==> src/rtl/fetch_unit.sv <==
// rtl/fetch_unit.sv - instruction-fetch stage: PC, imem port, IF/ID register
//
// Owns the PC, drives the synchronous instruction memory and registers each
// fetched word with its PC and a valid flag into the IF/ID boundary.
// Optional feature macro: FETCH_HALT_EN (halt detection on HALT_OPCODE).
//
// Ports:
//   clk, reset                    clock, synchronous active-high reset
//   stall                         hold IF/ID contents and PC
//   jump, jump_target             unconditional redirect (wins over branch)
//   branch_taken, branch_target   resolved taken branch redirect
//   imem_en, imem_addr            memory read enable / word address
//   imem_rdata                    memory data, one cycle after enabled address
//   instr, opcode                 IF/ID instruction and its top 3 bits
//   instr_pc, instr_valid         PC of instr, instr is real (not squashed)
//   halted                        fetch stopped in HALT (0 without macro)
module fetch_unit #(
  parameter int ADDR_W = 16,
  parameter int INSTR_W = 16,
  parameter logic [ADDR_W-1:0] RESET_PC = '0,
  parameter logic [2:0] HALT_OPCODE = 3'b111
) (
  input  logic               clk,
  input  logic               reset,
  input  logic               stall,
  input  logic               jump,
  input  logic [ADDR_W-1:0]  jump_target,
  input  logic               branch_taken,
  input  logic [ADDR_W-1:0]  branch_target,
  output logic               imem_en,
  output logic [ADDR_W-1:0]  imem_addr,
  input  logic [INSTR_W-1:0] imem_rdata,
  output logic [INSTR_W-1:0] instr,
  output logic [2:0]         opcode,
  output logic [ADDR_W-1:0]  instr_pc,
  output logic               instr_valid,
  output logic               halted
);

  typedef enum logic [1:0] {S_BOOT, S_RUN, S_HALT} state_t;

  state_t              state, state_nxt;
  logic [ADDR_W-1:0]   pc, pc_nxt;
  logic [ADDR_W-1:0]   fetched_pc, fetched_pc_nxt;
  logic                inflight, inflight_nxt;
  logic [INSTR_W-1:0]  instr_nxt;
  logic [ADDR_W-1:0]   instr_pc_nxt;
  logic                instr_valid_nxt;

  logic                redirect;
  logic [ADDR_W-1:0]   target;
  logic                halt_hit;

`ifdef FETCH_HALT_EN
  localparam logic HALT_EN = 1'b1;
  assign halted = (state == S_HALT);
`else
  localparam logic HALT_EN = 1'b0;
  assign halted = 1'b0;
`endif

  assign redirect = jump | branch_taken;
  assign target   = jump ? jump_target : branch_target;

  // Redirect target goes straight to the memory so the new stream costs
  // only one bubble instead of two.
  assign imem_addr = redirect ? target : pc;
  assign imem_en   = ~reset & (redirect | (~stall & (state != S_HALT)));

  assign opcode = instr[INSTR_W-1 -: 3];

  // The word on imem_rdata is a live HALT instruction.
  assign halt_hit = HALT_EN & inflight & (imem_rdata[INSTR_W-1 -: 3] == HALT_OPCODE);

  always_comb begin
    state_nxt       = state;
    pc_nxt          = pc;
    fetched_pc_nxt  = fetched_pc;
    inflight_nxt    = inflight;
    instr_nxt       = instr;
    instr_pc_nxt    = instr_pc;
    instr_valid_nxt = instr_valid;

    if (redirect) begin
      // Squash IF/ID; the target word is already being read this cycle.
      instr_nxt       = '0;
      instr_valid_nxt = 1'b0;
      fetched_pc_nxt  = target;
      inflight_nxt    = 1'b1;
      pc_nxt          = target + ADDR_W'(1);
      state_nxt       = S_RUN;
    end else if (!stall) begin
      case (state)
        S_BOOT: begin
          fetched_pc_nxt  = pc;
          inflight_nxt    = 1'b1;
          pc_nxt          = pc + ADDR_W'(1);
          instr_valid_nxt = 1'b0;
          state_nxt       = S_RUN;
        end
        S_RUN: begin
          instr_nxt       = imem_rdata;
          instr_pc_nxt    = fetched_pc;
          instr_valid_nxt = inflight;
          fetched_pc_nxt  = pc;
          inflight_nxt    = 1'b1;
          pc_nxt          = pc + ADDR_W'(1);
          if (halt_hit) begin
            // HALT itself is passed on; the word fetched behind it is dead.
            inflight_nxt = 1'b0;
            state_nxt    = S_HALT;
          end
        end
        S_HALT: begin
          instr_valid_nxt = 1'b0;
        end
        default: begin
          state_nxt = S_BOOT;
        end
      endcase
    end
  end

  always_ff @(posedge clk) begin
    if (reset) begin
      state       <= S_BOOT;
      pc          <= RESET_PC;
      fetched_pc  <= '0;
      inflight    <= 1'b0;
      instr       <= '0;
      instr_pc    <= '0;
      instr_valid <= 1'b0;
    end else begin
      state       <= state_nxt;
      pc          <= pc_nxt;
      fetched_pc  <= fetched_pc_nxt;
      inflight    <= inflight_nxt;
      instr       <= instr_nxt;
      instr_pc    <= instr_pc_nxt;
      instr_valid <= instr_valid_nxt;
    end
  end

endmodule

==> config.mk <==
export PLATFORM = sky130hd
export DESIGN_NAME = fetch_unit
export DESIGN_NICKNAME = d
export VERILOG_FILES = /design/src/rtl/fetch_unit.sv
export SDC_FILE = /design/constraint.sdc
export NUM_CORES = 1
export LEC_CHECK = 0
export ABC_AREA = 0
export CAP_MARGIN = 20
export CORE_MARGIN = 5
export CORE_UTILIZATION = 45
export DETAILED_ROUTE_END_ITERATION = 8
export PLACE_DENSITY_LB_ADDON = 0.2
export SLEW_MARGIN = 20
export SYNTH_ARGS = -nofsm -noshare
export SYNTH_HDL_FRONTEND = slang
export SYNTH_SLANG_ARGS = --single-unit
==> constraint.sdc <==
create_clock -name clk -period 4 [get_ports clk]
set_clock_uncertainty 0.1 [all_clocks]
set_input_delay 0.6 -clock clk [delete_from_list [all_inputs] [get_ports clk]]
set_output_delay 0.6 -clock clk [all_outputs]
set_load 0.005 [all_outputs]
# Word level (Yosys, flattened, before mapping)
# Cells that the tools add are included.
# Widths: inputs -> output; s select.
[totals]
register_bits = 68
input_bits = 53
output_inout_bits = 54
[classes]
add_sub_neg = 2
n_eq_ne = 5
muxes = 15
n_bitwise = 8
reduce_logical = 13
[op_table]
columns = ["operator", "n"]
rows = [
  ["$mux 16", 8],
  ["$add 16x1->16 const B", 2],
  ["$reduce_and 2->1", 5],
  ["$reduce_or 2->1", 4],
  ["$mux 1", 5],
  ["$ne 2x1->1 const B", 2],
  ["$not 1->1", 4],
  ["$pmux 2 s2", 1],
  ["$reduce_bool 2->1", 2],
  ["$reduce_and 3->1", 1],
  ["$and 1x1->1", 2],
  ["$eq 2x1->1 const B", 1],
  ["$eq 2x2->1 const B", 1],
  ["$logic_not 2->1", 1],
  ["$ne 2x2->1 const B", 1],
  ["$or 1x1->1", 2],
  ["$pmux 1 s2", 1],
]

# Depth between registers and ports, before layout
[depth]
ltp_word = 5
depth_mapped = 9

# Least setup slack after synthesis
# Ideal clock, no wire load.
[synth_path]
path_type = "in2out"
startpoint = "input port jump"
endpoint = "output port imem_en"
arrival_ns = 1.636
required_time_ns = 3.300
path_slack_ns = 1.664
stages = 6
path_buffers = 3
path_cell_list = "buf_2 buf_2 nor2_1 and2_0 clkbuf_1 nor2_1"
[synth_between]
elab_chain_len = 3
[synth_rtl]
columns = ["element", "line_no", "source"]
rows = [
  ["from (decl)", "26", "input logic jump,"],
  ["$or 1x1->1", "62", "assign redirect = jump | branch_taken;"],
  ["$or 1x1->1", "68", "assign imem_en = ~reset & (redirect | (~stall & (state != S_HALT)));"],
  ["$and 1x1->1", "68", ""],
  ["to (decl)", "30", "output logic imem_en,"],
]
# Every way passes these cells.

# Worst setup path in the final report
[layout_path]
startpoint = "input port branch_taken"
endpoint = "output port imem_addr[7]"
[layout_between]
elab_chain_len = 2
[layout_rtl]
columns = ["element", "line_no", "source"]
rows = [
  ["from (decl)", "28", "input logic branch_taken,"],
  ["$or 1x1->1", "62", ""],
  ["$mux 16", "67", "assign imem_addr = redirect ? target : pc;"],
  ["to (decl)", "31", "output logic [ADDR_W-1:0] imem_addr,"],
]
# Every way passes these cells.

==> results by group <==
Critical path
  – Startpoint types: input pin
  – Cells on worst reg2reg path: 7
  – Setup Crit Path Kind: input pin to output pin
  – Critical R2R Launch: pc[0]$_SDFFE_PP0N_
  – CP Launch Point: branch_taken
  – Critical path arrival: around 2.7 ns
  – Crit path max fanout: 11
  – CP required: between 3 and 4 ns
  – Worst setup EP type: output pin
  – CP Capture Point: imem_addr[7]
  – Reg-to-reg slack, setup: about 2 ns
  – FF-to-FF End: pc[12]$_SDFFE_PP0N_

Clock tree
  – Clk Latency, worst-skew pair: about 0.34 ns
  – Root Buffer: clkbuf_8
  – CTS Buffer Depth: 2
  – Max H-tree Level: 3
  – CTS sink count: 67
  – Postcts setup bufs: 0
  – Cts hold-fix bufs: 0
  – Cts repair resizes: 0
  – CTS tree: yes
  – Clk pin slew, worst setup/hold paths: approximately 0.07 ns
  – CTS buffer count: 9

Global routing
  – GRT Total Usage: 19.3%
  – Vias in the first global route: roughly 2,700
  – Gr ovfl total: 0
  – Largest net degree at the start of global routing: 52
  – First-pass GRT wire length: between 10,000 and 15,000 um
  – Initial antenna violation count: 0

Place
  – Placed cells: approximately 550
  – Final GP Congestion: between 0.8 and 0.9
  – DP HPWL: ~6000 um
  – IO buf count: 105

Worst hold path
  – Type of the most critical hold path: flop to flop
  – Worst Min Path Start: pc[1]$_SDFFE_PP0N_

Routing
  – Post-DRT Antenna Nets: 0
  – Vias per cell: between 5 and 6
  – Initial DRC Count: ~110
  – DRT Wirelength: between 8000 and 9000 um
  – DR WL/cell: roughly 14 um
  – DR DRC count: 0
  – Pre-antenna DRT Iters: 4
  – Via count: about 2,900

Logic synthesis
  – Synthesized area per cell: approximately 8 sq um
  – Syn Nets: 440
  – Sequential fraction of the synthesis area: 43.4%
  – Yosys warning total: 0
  – Post-Synth Adder-Cell Area: 0.405%
  – Synth Area in Compound Gates: 15.6%
  – Synth Flop Type: dfxtp_1
  – Yosys reg bits: 67
  – Async SR Flop Fraction: 0%
  – Cell count after synthesis: just under 400
  – XOR/XNOR share of the synthesized area: 3.68%
  – Post-synth EDFFs: 0
  – Largest family of logic cells by synthesized area: simple AND/OR/NAND/NOR gates
  – Post-synth design cell area: ~3100 sq um
  – Cell variety after synth: 43
  – Post-synthesis mux area share: 7.61%
  – Post-synthesis simple-gate area fraction: between 20% and 30%

Flow run
  – Max Cap Violations: 0

Die
  – Row count: 30
  – IO Count: between 100 and 150
  – Die width: 92.9 um
  – Starting Density: between 40% and 50%
  – Core Region: 6760 sq um
  – Die ar.: 8620 sq um
  – Die Height: roughly 93 um

STA
  – Setup Total Neg Slack: 0 ns
  – Peak Freq: roughly 0.29 GHz
  – # setup viols final: 0
  – Slew HR: between 50 and 60%
  – Slew Viols, Final: 0
  – Final Critical Period: 3.40 ns
  – Worst Max-Slew Pin Slew: just under 0.7 ns
  – Final Cycle Share: a little under nine tenths
  – Unrepaired setup endpoints after global routing: no
  – Hold Violations, Final: 0

Layout
  – Fraction of layout cells with a size suffix above 1: under 10%
  – Fin nets: 537
  – Number of diodes: 0
  – Final non-filler cell total: around 570
  – Layout area overhead: 40.7%

Power and ir drop
  – Peak VDD IR: slightly above 0.2 mV
  – PwrDens: ~350 nW/um^2
  – Leakage power: about 1.6 nW

Outcome
  – Run status: finished, final reports clean
==> layout by cell type (no fill, tap or decap), types with 2 or more instances in the layout <==
cell type          n
inv_1              8
mux2i_1           11
nand4_1            5
o21a_1             6
xnor2_1            9
clkbuf_8           9
mux2_4             5
clkinv_2           2
nor2_1            33
clkdlybuf4s50_1  104
dfxtp_1           67
xor2_1             4
mux2i_2            2
o21ai_2            3
buf_4             11
nand2_1          110
nand3_1            3
a211oi_1          13
a21oi_1           50
mux2_1             2
nor3_1             4
==> cells by family (layout without fill, tap and decap cells) <==
family,after synthesis,in the layout
flip-flops,67,67
adder cells (fa/ha/maj),1,1
buffers and inverters,40,142
AND/OR/NAND/NOR,165,165
AO/OA/AOI/OAI,79,79
multiplexers,20,20
other,1,1
XOR/XNOR,13,13
==> cell usage after synthesis (4+ instances only) <==
library cell / n / area (sq um)
nor3_1: 4 / 20.0
nand2_1: 110 / 413
xor2_1: 4 / 35.0
nor2_1: 33 / 124
inv_1: 8 / 30.0
buf_4: 4 / 30.0
mux2i_1: 11 / 110
clkbuf_1: 20 / 75.1
a211oi_1: 13 / 97.6
xnor2_1: 9 / 78.8
o21a_1: 6 / 45.0
nand4_1: 5 / 31.3
a21oi_1: 50 / 250
mux2_4: 5 / 75.1
dfxtp_1: 67 / 1340
==> registers in the layout, summed over array words and instances, names as in the netlist <==
signal and cells:
inflight 1, instr 16, state 1, instr_pc 16, pc 16, instr_valid 1
fetched_pc 16
==> report_power, final <==
group / total (mW) / switching [mW] / internal [mW] / leakage, nW
Clock: 0.552 / 0.263 / 0.289 / 0.0966
Sequential: 0.715 / 0.0163 / 0.699 / 0.548
Combinational: 0.269 / 0.125 / 0.144 / 1.00
==> per-stage QoR <==
stage	setup slack, ns	hold slack, ns	util (%)	total power, mW	area, sq um
2_1_floorplan	1.66	0.331	-	0.873	3090
3_3_place_gp	0.604	0.339	61.5	0.998	4160
3_5_place_dp	0.601	0.346	61.5	0.999	4160
4_1_cts	0.591	0.351	64.4	1.54	4350
5_1_grt	0.452	0.354	64.4	1.61	4350
6_report	0.595	0.349	64.4	1.54	4350
==> worst max-delay path, stage by stage <==
cell             delay [ns]
clkdlybuf4s50_1        0.82
buf_4                  0.23
mux2i_1                0.18
o21a_1                 0.26
inv_1                  0.13
clkdlybuf4s50_1        0.49
==> metal layers <==
metal,wire length (um),GRT usage [%]
met5,0,0
met4,59,5.01
met3,511,6.17
met2,3790,32.1
met1,3710,24.2
==> worst min path at each step <==
stage                                       endpoint  cells after the start  slack [ns]
after floorplan                   pc[1]$_SDFFE_PP0N_                      2        0.33
after global placement            pc[1]$_SDFFE_PP0N_                      2        0.34
after detailed placement  fetched_pc[1]$_SDFFE_PP0N_                      2        0.35
after CTS                  instr_pc[15]$_SDFFE_PP0P_                      2        0.35
after global routing        instr_pc[3]$_SDFFE_PP0P_                      2        0.35
final                             pc[1]$_SDFFE_PP0N_                      2        0.35
==> layout make-up <==
class                   count  area [sq um]
repair buffers            116          1130
flip-flops and latches     67          1340
clock buffers              10           128
well taps                  80           100
clock inverters             6          65.1
inverters                  10          37.5
fillers                   619          2410
multi-input cells         279          1550
Note: power is estimated with default switching activity, not from simulation.
